==> config.mk <==
export PLATFORM = sky130hd
export DESIGN_NAME = multicycle_ctrl
export DESIGN_NICKNAME = d
export VERILOG_FILES = /design/src/rtl/multicycle_ctrl.sv
export SDC_FILE = /design/constraint.sdc
export NUM_CORES = 1
export LEC_CHECK = 0
export BUFFER_PORTS_ARGS = -buffer_cell sky130_fd_sc_hd__buf_2
export CAP_MARGIN = 30
export CORE_MARGIN = 2
export CORE_UTILIZATION = 35
export CTS_BUF_LIST = sky130_fd_sc_hd__clkbuf_2
export CTS_CLUSTER_DIAMETER = 120
export DETAILED_ROUTE_END_ITERATION = 10
export PLACE_DENSITY_LB_ADDON = 0.15
export SLEW_MARGIN = 20
export SYNTH_ARGS = -nofsm -noshare
export SYNTH_HDL_FRONTEND = slang
export SYNTH_SLANG_ARGS = --single-unit
==> constraint.sdc <==
create_clock -name clk -period 2.82 [get_ports clk]
set_clock_uncertainty 0.1 [all_clocks]
set_input_delay 0.705 -clock clk [delete_from_list [all_inputs] [get_ports clk]]
set_output_delay 0.705 -clock clk [all_outputs]
set_load 0.1 [all_outputs]
==> src/rtl/multicycle_ctrl.sv <==
// Multi-cycle FETCH/DECODE/EXEC/MEM/WB sequencer for the RV32I datapath.
// Drives datapath enables and selects, resolves branches and counts retirements.
module multicycle_ctrl #(
    parameter int unsigned INSTRET_W = 32
) (
    input  logic                 clk,
    input  logic                 rst,
    input  logic [6:0]           opcode,
    input  logic [2:0]           funct3,
    input  logic                 funct7b5,
    input  logic                 alu_zero,
    input  logic                 alu_lt,
    input  logic                 alu_ltu,
    input  logic                 imem_ready,
    input  logic                 dmem_ready,
    output logic                 imem_req,
    output logic                 ir_we,
    output logic                 aluout_we,
    output logic [1:0]           alu_src_a,
    output logic                 alu_src_b,
    output logic [1:0]           alu_op,
    output logic                 dmem_req,
    output logic                 dmem_we,
    output logic                 reg_we,
    output logic [1:0]           result_sel,
    output logic                 pc_we,
    output logic [1:0]           pc_src,
    output logic [2:0]           state,
    output logic                 illegal,
    output logic [INSTRET_W-1:0] instret
);

    typedef enum logic [2:0] {
        FETCH  = 3'd0,
        DECODE = 3'd1,
        EXEC   = 3'd2,
        MEM    = 3'd3,
        WB     = 3'd4,
        TRAP   = 3'd5
    } state_t;

    typedef enum logic [3:0] {
        C_R, C_I, C_LOAD, C_STORE, C_BRANCH, C_LUI, C_AUIPC, C_JAL, C_JALR, C_BAD
    } cls_t;

    state_t cur, nxt;
    cls_t   cls;
    logic   taken;
    logic   unused_fields;

    // funct7 is consumed by the ALU decoder, not by sequencing
    assign unused_fields = funct7b5;

    always_comb begin
        cls = C_BAD;
        case (opcode)
            7'b0110011: cls = C_R;
            7'b0010011: cls = C_I;
            7'b0000011: cls = C_LOAD;
            7'b0100011: cls = C_STORE;
            7'b1100011: cls = (funct3[2:1] == 2'b01) ? C_BAD : C_BRANCH;
            7'b0110111: cls = C_LUI;
            7'b0010111: cls = C_AUIPC;
            7'b1101111: cls = C_JAL;
            7'b1100111: cls = C_JALR;
            default:    cls = C_BAD;
        endcase
    end

    always_comb begin
        taken = 1'b0;
        case (funct3)
            3'b000:  taken = alu_zero;
            3'b001:  taken = !alu_zero;
            3'b100:  taken = alu_lt;
            3'b101:  taken = !alu_lt;
            3'b110:  taken = alu_ltu;
            3'b111:  taken = !alu_ltu;
            default: taken = 1'b0;
        endcase
    end

    always_ff @(posedge clk or posedge rst) begin
        if (rst) cur <= FETCH;
        else     cur <= nxt;
    end

    always_comb begin
        nxt        = cur;
        imem_req   = 1'b0;
        ir_we      = 1'b0;
        aluout_we  = 1'b0;
        alu_src_a  = 2'd0;
        alu_src_b  = 1'b0;
        alu_op     = 2'd0;
        dmem_req   = 1'b0;
        dmem_we    = 1'b0;
        reg_we     = 1'b0;
        result_sel = 2'd0;
        pc_we      = 1'b0;
        pc_src     = 2'd0;
        illegal    = 1'b0;
        state      = cur;
        case (cur)
            FETCH: begin
                imem_req = 1'b1;
                if (imem_ready) begin
                    ir_we = 1'b1;
                    nxt   = DECODE;
                end
            end
            DECODE: nxt = (cls == C_BAD) ? TRAP : EXEC;
            EXEC: begin
                aluout_we = 1'b1;
                nxt       = WB;
                case (cls)
                    C_R: alu_op = 2'd2;
                    C_I: begin
                        alu_src_b = 1'b1;
                        alu_op    = 2'd2;
                    end
                    C_LOAD, C_STORE: begin
                        alu_src_b = 1'b1;
                        nxt       = MEM;
                    end
                    C_JALR: alu_src_b = 1'b1;
                    C_LUI: begin
                        alu_src_a = 2'd2;
                        alu_src_b = 1'b1;
                    end
                    C_AUIPC: begin
                        alu_src_a = 2'd1;
                        alu_src_b = 1'b1;
                    end
                    C_JAL: ;
                    C_BRANCH: begin
                        aluout_we = 1'b0;
                        alu_op    = 2'd1;
                        pc_we     = 1'b1;
                        pc_src    = taken ? 2'd1 : 2'd0;
                        nxt       = FETCH;
                    end
                    default: begin
                        aluout_we = 1'b0;
                        nxt       = TRAP;
                    end
                endcase
            end
            MEM: begin
                dmem_req = 1'b1;
                dmem_we  = (cls == C_STORE);
                if (dmem_ready) begin
                    if (cls == C_STORE) begin
                        pc_we = 1'b1;
                        nxt   = FETCH;
                    end else begin
                        nxt = WB;
                    end
                end
            end
            WB: begin
                reg_we = 1'b1;
                pc_we  = 1'b1;
                nxt    = FETCH;
                case (cls)
                    C_LOAD: result_sel = 2'd1;
                    C_JAL: begin
                        result_sel = 2'd2;
                        pc_src     = 2'd1;
                    end
                    C_JALR: begin
                        result_sel = 2'd2;
                        pc_src     = 2'd2;
                    end
                    default: ;
                endcase
            end
            TRAP: illegal = 1'b1;
            default: nxt = FETCH;
        endcase
        // Reset masks every output, including the fetch request from FETCH
        if (rst) begin
            imem_req   = 1'b0;
            ir_we      = 1'b0;
            aluout_we  = 1'b0;
            alu_src_a  = 2'd0;
            alu_src_b  = 1'b0;
            alu_op     = 2'd0;
            dmem_req   = 1'b0;
            dmem_we    = 1'b0;
            reg_we     = 1'b0;
            result_sel = 2'd0;
            pc_we      = 1'b0;
            pc_src     = 2'd0;
            illegal    = 1'b0;
            state      = 3'd0;
        end
    end

    always_ff @(posedge clk or posedge rst) begin
        if (rst)        instret <= '0;
        else if (pc_we) instret <= instret + INSTRET_W'(1);
    end

endmodule

==> results_dict.tcl, run 1 <==
set metrics [dict create \
    cts_tree "built" \
    power.total_mw 1.83 \
    rrSetupSlack_ns 0.73 \
    hold_slack_ns 0.378 \
    yosys-top-cells-area "dfrtp_1 (43%), xnor2_1 (13%), nand3_1 (4.5%)" \
    grt_pass1_wl_um 8900 \
    syn-cell-area_um2 2020 \
    cts_made_buffers 5 \
    netlist_instances 215 \
    port_buffers 68 \
    slowest_stage "or3_4" \
    viasPerCell 5.04 \
    clock_latency_ns 0.37 \
    cp_max_fo 3 \
    yosys.area.top_type_share 0.433 \
    grt_usage 0.177 \
    synth_nets 234 \
    critPathKind "input pin to primary output" \
    tightest_slew_ns 0.497 \
    fmax_mhz 360 \
    die_area_um2 6400 \
    start_kind "input pin" \
    ir_worst_vdd_mv 0.893 \
    ant_nets 0 \
    synth_seq_area_share 0.433 \
    area_growth_syn_to_layout_pct 51.5 \
    startpoint "opcode[3]" \
    diodes 0 \
    crit_path_cell_trace "buf_2, and4bb_4, nand2_4, or3_4, nand3_2, buf_12" \
    ff_latch_area_um2 878 \
    synth_top_area_cell "dfrtp_1" \
    yosys_warnings 0 \
    cts_hold_buf 0 \
    synth_edf_count 0 \
    wl_per_cell_um 13.8 \
    hold_class "flip-flop to flip-flop" \
    hpwl_um 4050 \
    utilization 0.553 \
    async_flop_share 1.00 \
    drc 0 \
    worstSetupEndpoint "pc_we" \
    fin_cells 381 \
    antenna_found_initial 0 \
    cts-root-buf "clkbuf_2" \
    reg2reg_from "instret[3]" \
    place_congestion 0.813 \
    grt_max_degree 36 \
    core_area_um2 5540 \
    r2r_end "instret[27]" \
    cts.sinks 35 \
    p_per_area_nw_per_um2 599 \
    cts_max_level 2 \
    routed_wirelength_um 5260 \
    io_pins 70 \
    cpPeakStageDelay_ns 0.44 \
    multi_input_area_um2 1250 \
    synth.avg_cell_area_um2 9.40 \
    critical_path_arrival_ns 1.97 \
    clkTransAtPathRegs_ns 0.18 \
    layout-drive-gt1-share 0.440 \
    rsz0062_at_grt "no" \
    synth_flop_cell "dfrtp_1" \
    fillers 517 \
    drtPass1Iterations 4 \
    vias 1919 \
    finalCritPeriodShare 0.984 \
    slew_headroom 0.671 \
    p_leak_nw 1.43 \
    drt_iter0_markers 82 \
    setup_viol 0 \
    initial_core_util 0.365 \
    dpl.cell_count 372 \
    grt_pass1_vias 1828 \
    synth.ff_latch_count 35 \
    die_w_um 80.0 \
    status "complete, no violations" \
    endpoint_kind "primary output" \
    synthDistinctLibCells 38 \
    report.final.slew_viol_count 0 \
    rows 27 \
    ff2ff_path_depth 6 \
    die_h_um 80.0 \
    grt.overflow.total 0 \
    cap_violations 0 \
    max-clock-path-buffers 2 \
    worstPathRequired_ns 2.02 \
    fin_nets 328 \
    hold_viol_final 0 \
    period_needed_ns 2.77 \
]
sequential cells by signal (all words and copies together), names as in the netlist:
register	count
cur	3
instret	32
worst min-delay path by stage:
stage | start | to | slack, ns | cells after the start
2_1_floorplan | cur[2] | cur[1] | 0.42 | 1
5_1_grt | instret[31] | instret[31] | 0.41 | 1
3_3_place_gp | instret[31] | instret[31] | 0.36 | 1
6_report | instret[31] | instret[31] | 0.38 | 1
3_5_place_dp | instret[31] | instret[31] | 0.36 | 1
4_1_cts | instret[31] | instret[31] | 0.38 | 1
cell type report:
class	count	share of cell area
inverters	8	0.0110
repair buffers	93	0.245
multi-input cells	166	0.408
flip-flops and latches	35	0.287
well taps	72	0.0294
clock buffers	6	0.00980
clock inverters	1	0.00980
through the flow:
stage	worst slack (ns)	instance area, um2	setup TNS [ns]
after floorplan	-0.431	2210	-1.73
after global placement	-0.0210	2970	-0.0210
after detailed placement	-0.0518	2970	-0.0518
after CTS	0.0123	3040	0
after global routing	0.000951	3060	0
final	0.0458	3060	0
metal layers:
layer | global-route usage | routed length, um | vias up
met2 | 0.259 | 2310 | 58
met3 | 0.0441 | 287 | 6
li1 | - | - | 951
met5 | 0 | 0 | -
met1 | 0.258 | 2610 | 904
met4 | 0.0492 | 53 | 0
cells in the final DEF (no fill, tap or decap), types with 2 or more instances in the layout:
master | netlist | final
a21oi_1 | 4 | 3
a31oi_1 | 5 | 5
and2_1 | 5 | 3
and3_1 | 9 | 8
and4_1 | 4 | 4
buf_12 | 0 | 15
buf_2 | 2 | 54
buf_4 | 0 | 24
clkbuf_2 | 0 | 6
dfrtp_1 | 35 | 33
dfrtp_2 | 0 | 2
inv_1 | 8 | 6
nand2_1 | 19 | 16
nand2_2 | 0 | 3
nand3_1 | 18 | 16
nand3_2 | 1 | 3
nand4_1 | 10 | 10
nor2_1 | 15 | 11
nor2_2 | 1 | 2
nor2_4 | 0 | 3
nor2b_1 | 4 | 2
nor2b_2 | 0 | 2
nor3_1 | 8 | 4
nor3_4 | 0 | 4
nor3b_1 | 2 | 2
nor4_4 | 0 | 3
o2111ai_1 | 2 | 2
o21ai_0 | 6 | 5
xnor2_1 | 30 | 30
xor2_1 | 3 | 3
cell families after synthesis:
logic type	share of synthesized area
AOI/OAI and AO/OA	0.0798
xor gates and xnor gates	0.143
adders and majority gates	0.00619
buffers and inverters	0.0347
DFF	0.433
muxes	0.0105
and+or+nand+nor	0.293
synthesized netlist by cell type, types with 2 or more instances:
library cell,n
inv_1,8
nand3_1,18
nor2b_1,4
nor4_1,5
nor3b_1,2
a31oi_1,5
nand2_1,19
nand4_1,10
buf_2,2
and3_1,9
xor2_1,3
nand2b_1,2
xnor2_1,30
a21oi_1,4
and2_1,5
and4_1,4
o2111ai_1,2
clkbuf_1,2
nor3_1,8
dfrtp_1,35
buf_6,2
o21ai_0,6
nor2_1,15
worst max-delay path, delay by kind of cell:
kind	cells	cell delay (ns)
buffers and inverters	2	0.28
and+or+nand+nor	4	0.98
power by group:
group          internal, mW  switching, mW  leakage, nW
Sequential            0.553         0.0757        0.469
Clock                 0.150          0.160       0.0391
Combinational         0.234          0.663        0.922
what timing repair did:
item                                    CTS  global route
setup buffers                             0             2
cloned                                    0             0
gates resized for setup                   2             5
endpoints found under the setup margin    3             8
pin swaps                                 2             0
Power figures use the tool's default switching activity.
==> inputs of run 2 (changes only) <==
CAP_MARGIN = 25   (was 30)
CORE_ASPECT_RATIO = 1.75   (was unset)
==> run 2 against run 1 <==
Net effect: the flow now finishes with violations (setup timing); global-route usage is 0.84 points higher; sequential share of layout area is 0.32 points lower; cell area is 0.98% higher; combinational power grew 1%; maximum frequency fell by 1.7%; setup slack worse by 0.049 ns; wire length is 5.6% higher; total power is 4.6% lower; flip-flop and latch count unchanged; critical path type unchanged; largest cell class unchanged; highest routed layer unchanged.
==> results_dict.tcl, run 2 (synthesized netlist as in run 1, its figures left out) <==
set metrics [dict create \
    p_int_mw 0.842 \
    hpwl_um 4350 \
    routed_wirelength_um 5560 \
    fillers 556 \
    hold_viol_final 0 \
    violations "setup timing" \
    clkTransAtPathRegs_ns 0.15 \
    r2r_end "instret[13]" \
    hold_class "flip-flop to flip-flop" \
    crit_path_cell_trace "buf_6, and4bb_4, nand2_4, nor4_4, a31oi_2, nor3_4, buf_12" \
    cts.sinks 35 \
    grt_pass1_wl_um 9200 \
    setup_ws_ns -0.00270 \
    cp_max_fo 4 \
    critical_path_arrival_ns 2.02 \
    p_per_area_nw_per_um2 566 \
    die_w_um 61.5 \
    cts_max_level 2 \
    worstHoldPathCells 1 \
    wl_per_cell_um 14.4 \
    diodes 0 \
    worstPathRequired_ns 2.02 \
    ff_latch_area_um2 877 \
    clock_power_share 0.124 \
    drtPass1Iterations 4 \
    port_buffers 68 \
    worstHoldEndpoint "instret[31]" \
    ant_nets 0 \
    largest_reg_flops 32 \
    p_leak_nw 1.43 \
    drt_iter0_markers 52 \
    setup_viol 1 \
    status "finished with violations" \
    slowest_stage "and4bb_4" \
    cts_made_buffers 5 \
    critPathKind "input pin to primary output" \
    hold_path.startpoint "instret[31]" \
    report.final.slew_viol_count 0 \
    setup-tns-final_ns -0.00270 \
    area_growth_syn_to_layout_pct 53.0 \
    grt.met3_usage 0.0396 \
    viasPerCell 5.14 \
    path_buf_inv 2 \
    period_needed_ns 2.82 \
    rrSetupSlack_ns 0.71 \
    reg_top3 "instret (32), cur (3)" \
    rsz0062_at_grt "yes" \
    rows 36 \
    combinationalPowerShare 0.520 \
    multi_input_area_um2 1270 \
    grt_usage 0.185 \
    start_kind "input pin" \
    p_sw_frac 0.519 \
    power.total_mw 1.75 \
    die_area_um2 6420 \
    fmax_mhz 354 \
    cap_violations 0 \
    die_h_um 105 \
    use_met2 0.341 \
    reg2reg_from "cur[1]" \
    slew_headroom 0.672 \
    grt.busiest_layer "met2" \
    ff2ff_path_depth 8 \
    use_met1 0.188 \
    initial_core_util 0.362 \
    drc 0 \
    finalCritPeriodShare 1.00 \
    cts_tree "built" \
    cpPeakStageDelay_ns 0.36 \
    tightest_slew_ns 0.496 \
    core_area_um2 5590 \
    ir_worst_vdd_mv 0.296 \
    cts_hold_buf 0 \
    vias 1980 \
    layout_commonest_cell "buf_2" \
    crit_family "simple AND/OR/NAND/NOR gates" \
    place_congestion 0.861 \
    antenna_found_initial 0 \
    grt.overflow.total 0 \
    p_seq_frac 0.357 \
    switchingPower_mw 0.908 \
    grt_max_degree 36 \
    largest-register "instret" \
    layout-drive-gt1-share 0.440 \
    io_pins 70 \
    endpoint_kind "primary output" \
    max-clock-path-buffers 2 \
    clock_latency_ns 0.37 \
    fin_nets 327 \
    grt_pass1_vias 1999 \
    cts-root-buf "clkbuf_2" \
    layout_common_cells "buf_2 (52), dfrtp_1 (34), xnor2_1 (30)" \
]
-- run 2: worst max-delay path by stage --
stage              start         to  slack, ns  cells past startpoint
3_5_place_dp   funct3[1]  pc_src[0]      -0.02                      8
6_report       opcode[2]  pc_src[0]     -0.003                      7
3_3_place_gp   funct3[1]  pc_src[0]      -0.04                      8
4_1_cts        funct3[1]  pc_src[0]       0.01                      8
2_1_floorplan        rst      ir_we      -0.43                      3
5_1_grt           cur[2]  pc_src[0]      -0.08                      6
-- run 2: power groups by stage --
| stage | Combinational (mW) | Clock [mW] | Sequential, mW |
|---|---|---|---|
| 2_1_floorplan | 0.450 | 0 | 0.846 |
| 3_3_place_gp | 0.895 | 0 | 0.627 |
| 3_5_place_dp | 0.898 | 0 | 0.626 |
| 4_1_cts | 0.899 | 0.227 | 0.619 |
| 5_1_grt | 0.953 | 0.250 | 0.633 |
| 6_report | 0.909 | 0.216 | 0.624 |
-- run 2: metrics by stage --
step,area [um2],instances,setup WS (ns),util,hold slack (ns)
after floorplan,2210,215,-0.431,-,0.423
after global placement,3000,375,-0.0389,0.537,0.355
after detailed placement,3000,375,-0.0244,0.537,0.358
after CTS,3040,383,0.0125,0.544,0.382
after global routing,3090,385,-0.0773,0.554,0.393
final,3090,385,-0.00270,0.554,0.374
-- run 2: what timing repair did --
action	in CTS	in global routing
endpoints found under the setup margin	3	7
pin swaps	1	3
gates cloned	0	0
gates resized for setup	1	10
setup buffers	0	2
-- run 2: final cells by class --
type | instances | share of cell area
multi-input cells | 166 | 0.412
flip-flops and latches | 35 | 0.283
repair buffers | 92 | 0.251
well taps | 76 | 0.0307
inverters | 8 | 0.0109
clock buffers | 6 | 0.00970
clock inverters | 2 | 0.00243
-- run 2: layer usage --
| layer | vias up | wire, um |
|---|---|---|
| met5 | - | 0 |
| met4 | 0 | 191 |
| met3 | 16 | 236 |
| met2 | 59 | 3190 |
| met1 | 954 | 1940 |
| li1 | 951 | - |
==> inputs of run 3 (changes only) <==
ABC_AREA = 1   (was unset)
TNS_END_PERCENT = 1   (was unset)
==> run 3 against run 2 <==
Net effect: synthesized cell count rose by 93%; wire length rose by 46%; the run now ends clean; critical path depth decreased by 1; critical endpoint is now reg_we; first-iteration DRC count increased to 2.9 times the previous value; sequential power grew 9.8%.
==> results_dict.tcl, run 3 <==
set metrics [dict create \
    status "complete, no violations" \
    cts_tree "built" \
    dpl.cell_count 570 \
    synth_flop_cell "dfrtp_1" \
    area_growth_syn_to_layout_pct 29.6 \
    synth_edf_count 0 \
    rows 42 \
    power.total_mw 2.12 \
    die_area_um2 8300 \
    yosysMostFrequentCell "nand2_1" \
    p_int_mw 0.863 \
    finalCritPeriodShare 0.965 \
    slowest_stage "dfrtp_1" \
    max-clock-path-buffers 2 \
    cp_max_fo 3 \
    combinationalPowerShare 0.561 \
    fmax_mhz 368 \
    start_kind "flip-flop" \
    hold_viol_final 0 \
    routed_wirelength_um 8130 \
    switchingPower_mw 1.25 \
    die_w_um 69.7 \
    critPathKind "flip-flop to primary output" \
    fillers 809 \
    tightest_slew_ns 0.496 \
    synth_top_area_cell "dfrtp_1" \
    synth_nets 434 \
    critical_path_arrival_ns 1.92 \
    p_leak_nw 1.69 \
    p_seq_frac 0.324 \
    crit_top_cell "nor2_4" \
    period_needed_ns 2.72 \
    synth_common_cells "nand2_1 (140), nor2_1 (73), inv_1 (40)" \
    grt.overflow.total 0 \
    async_flop_share 1.00 \
    diodes 0 \
    setup_viol 0 \
    clock_power_share 0.116 \
    fin_cells 579 \
    ant_nets 0 \
    core_area_um2 7460 \
    path_buf_inv 3 \
    grt_pass1_wl_um 13200 \
    cts_hold_buf 0 \
    layout_common_cells "nand2_1 (140), nor2_1 (64), buf_2 (55)" \
    port_buffers 68 \
    die_h_um 119 \
    cts-root-buf "clkbuf_2" \
    syn-cell-area_um2 2650 \
    place_ws_ns 0.0366 \
    clock_latency_ns 0.41 \
    crit_path_cell_trace "nor2_2, inv_1, nor2_4, inv_2, nor2_4, buf_2" \
    fin_nets 509 \
    cap_violations 0 \
    crit_family "buffers and inverters" \
    multi_input_area_um2 1650 \
    grt_usage 0.203 \
    drt_iter0_markers 149 \
    cts_made_buffers 5 \
    grt_max_degree 36 \
    initial_core_util 0.355 \
    layout_commonest_cell "nand2_1" \
    viasPerCell 4.91 \
    drtPass1Iterations 5 \
    slew_headroom 0.672 \
    vias 2845 \
    ir_worst_vdd_mv 0.363 \
    report.final.slew_viol_count 0 \
    ff_latch_area_um2 876 \
    netlist_instances 415 \
    rsz0062_at_grt "no" \
    reg_top3 "instret (32), cur (3)" \
    largest_reg_flops 32 \
    yosys_warnings 0 \
    setup_ws_ns 0.0999 \
    io_pins 70 \
    worstPathRequired_ns 2.02 \
    wl_per_cell_um 14.0 \
    cts.sinks 35 \
    hpwl_um 6400 \
    p_per_area_nw_per_um2 617 \
    place_congestion 0.903 \
    p_sw_frac 0.592 \
    clkTransAtPathRegs_ns 0.18 \
    yosys.area.top_type_share 0.331 \
    synth_seq_area_share 0.331 \
    yosys-top-cells-area "dfrtp_1 (33%), nand2_1 (20%), nor2_1 (10%)" \
    grt_pass1_vias 2811 \
    drc 0 \
    synth.avg_cell_area_um2 6.38 \
    endpoint_kind "primary output" \
    largest-register "instret" \
    hold_class "flip-flop to flip-flop" \
    layout-drive-gt1-share 0.261 \
    synth.ff_latch_count 35 \
    cts_max_level 2 \
    antenna_found_initial 0 \
    synthDistinctLibCells 30 \
    cpPeakStageDelay_ns 0.45 \
]
-- run 3: cell types whose count changed after synthesis, moves of 6 or more --
cell      before  now
o21ai_1        0   13
nand3b_1       0    6
xor2_1         3   10
nor2_2         1    7
nor3_1         8   15
a21boi_0       0    6
nand4_1       10    3
inv_1          8   40
nor2_1        15   73
nand2_1       19  140
and3_1         9    0
xnor2_1       30    4
-- run 3: power groups by stage --
stage               Sequential [mW]  Clock [mW]  Combinational, mW
floorplan                      1.14           0              0.512
global placement              0.692           0               1.15
detailed placement            0.698           0               1.16
CTS                           0.684       0.258               1.19
global route                  0.697       0.270               1.26
finish                        0.685       0.245               1.19
-- run 3: metrics by stage --
stage / hold WS, ns / TNS, ns / utilization / area [um2]
after floorplan: 0.478 / -3.37 / - / 2720
after global routing: 0.459 / 0 / 0.460 / 3430
final: 0.452 / 0 / 0.460 / 3430
after global placement: 0.402 / 0 / 0.447 / 3330
after detailed placement: 0.417 / 0 / 0.447 / 3330
after CTS: 0.434 / 0 / 0.456 / 3410
-- run 3: what timing repair did --
item | 4_1_cts | 5_1_grt
setup endpoints to repair | 10 | 11
buffers inserted | 1 | 0
pin swaps | 0 | 0
cloned | 0 | 0
resized for setup | 8 | 10
-- run 3: cells by family (layout without fill, tap and decap cells) --
group                    Yosys count  count (layout)  synth area share
XOR/XNOR                          14              14            0.0463
AO/OA/AOI/OAI                     43              43            0.0917
adder cells (fa/ha/maj)            1               1           0.00473
buffers and inverters             53             129            0.0917
flip-flops                        35              35             0.331
AND/OR/NAND/NOR                  269             269             0.435
-- run 3: final cells by class --
class                           count  share of cell area
Tap cell                           88              0.0321
Clock inverter                      1             0.00146
Timing Repair Buffer               75               0.168
Inverter                           46              0.0511
Sequential cell                    35               0.255
Multi-Input combinational cell    327               0.482
Clock buffer                        7              0.0102
-- run 3: path summary, 6_finish.rpt --
check	cells after the start	end	slack [ns]	startpoint
worst min-delay path	2	instret[31]	0.45	instret[31]
max in group asynchronous	3	instret[31]	1.81	rst
worst max-delay path	6	reg_we	0.1	cur[1]
worst max register to register	11	instret[30]	0.82	instret[0]
min in group asynchronous	3	instret[24]	0.49	rst
worst min register to register	2	instret[31]	0.45	instret[31]
-- run 3: worst reg2reg max path, cell delays in order (launching register included) --
cell     delay [ns]
dfrtp_1        0.50
ha_1           0.21
inv_1          0.12
nor2_4         0.22
inv_2          0.08
nor2_4         0.13
inv_2          0.06
nor2_2         0.16
nand2_1        0.09
xor2_1         0.14
nand2_1        0.05
nand2_1        0.05
-- run 3: layer usage --
| layer | share of wire | track usage | vias to the layer above | wire [um] |
|---|---|---|---|---|
| li1 | - | - | 1449 | - |
| met1 | 0.35 | 0.194 | 1298 | 2880 |
| met2 | 0.57 | 0.413 | 84 | 4630 |
| met3 | 0.043 | 0.0288 | 14 | 352 |
| met4 | 0.033 | 0.0865 | 0 | 269 |
| met5 | 0 | 0 | - | 0 |
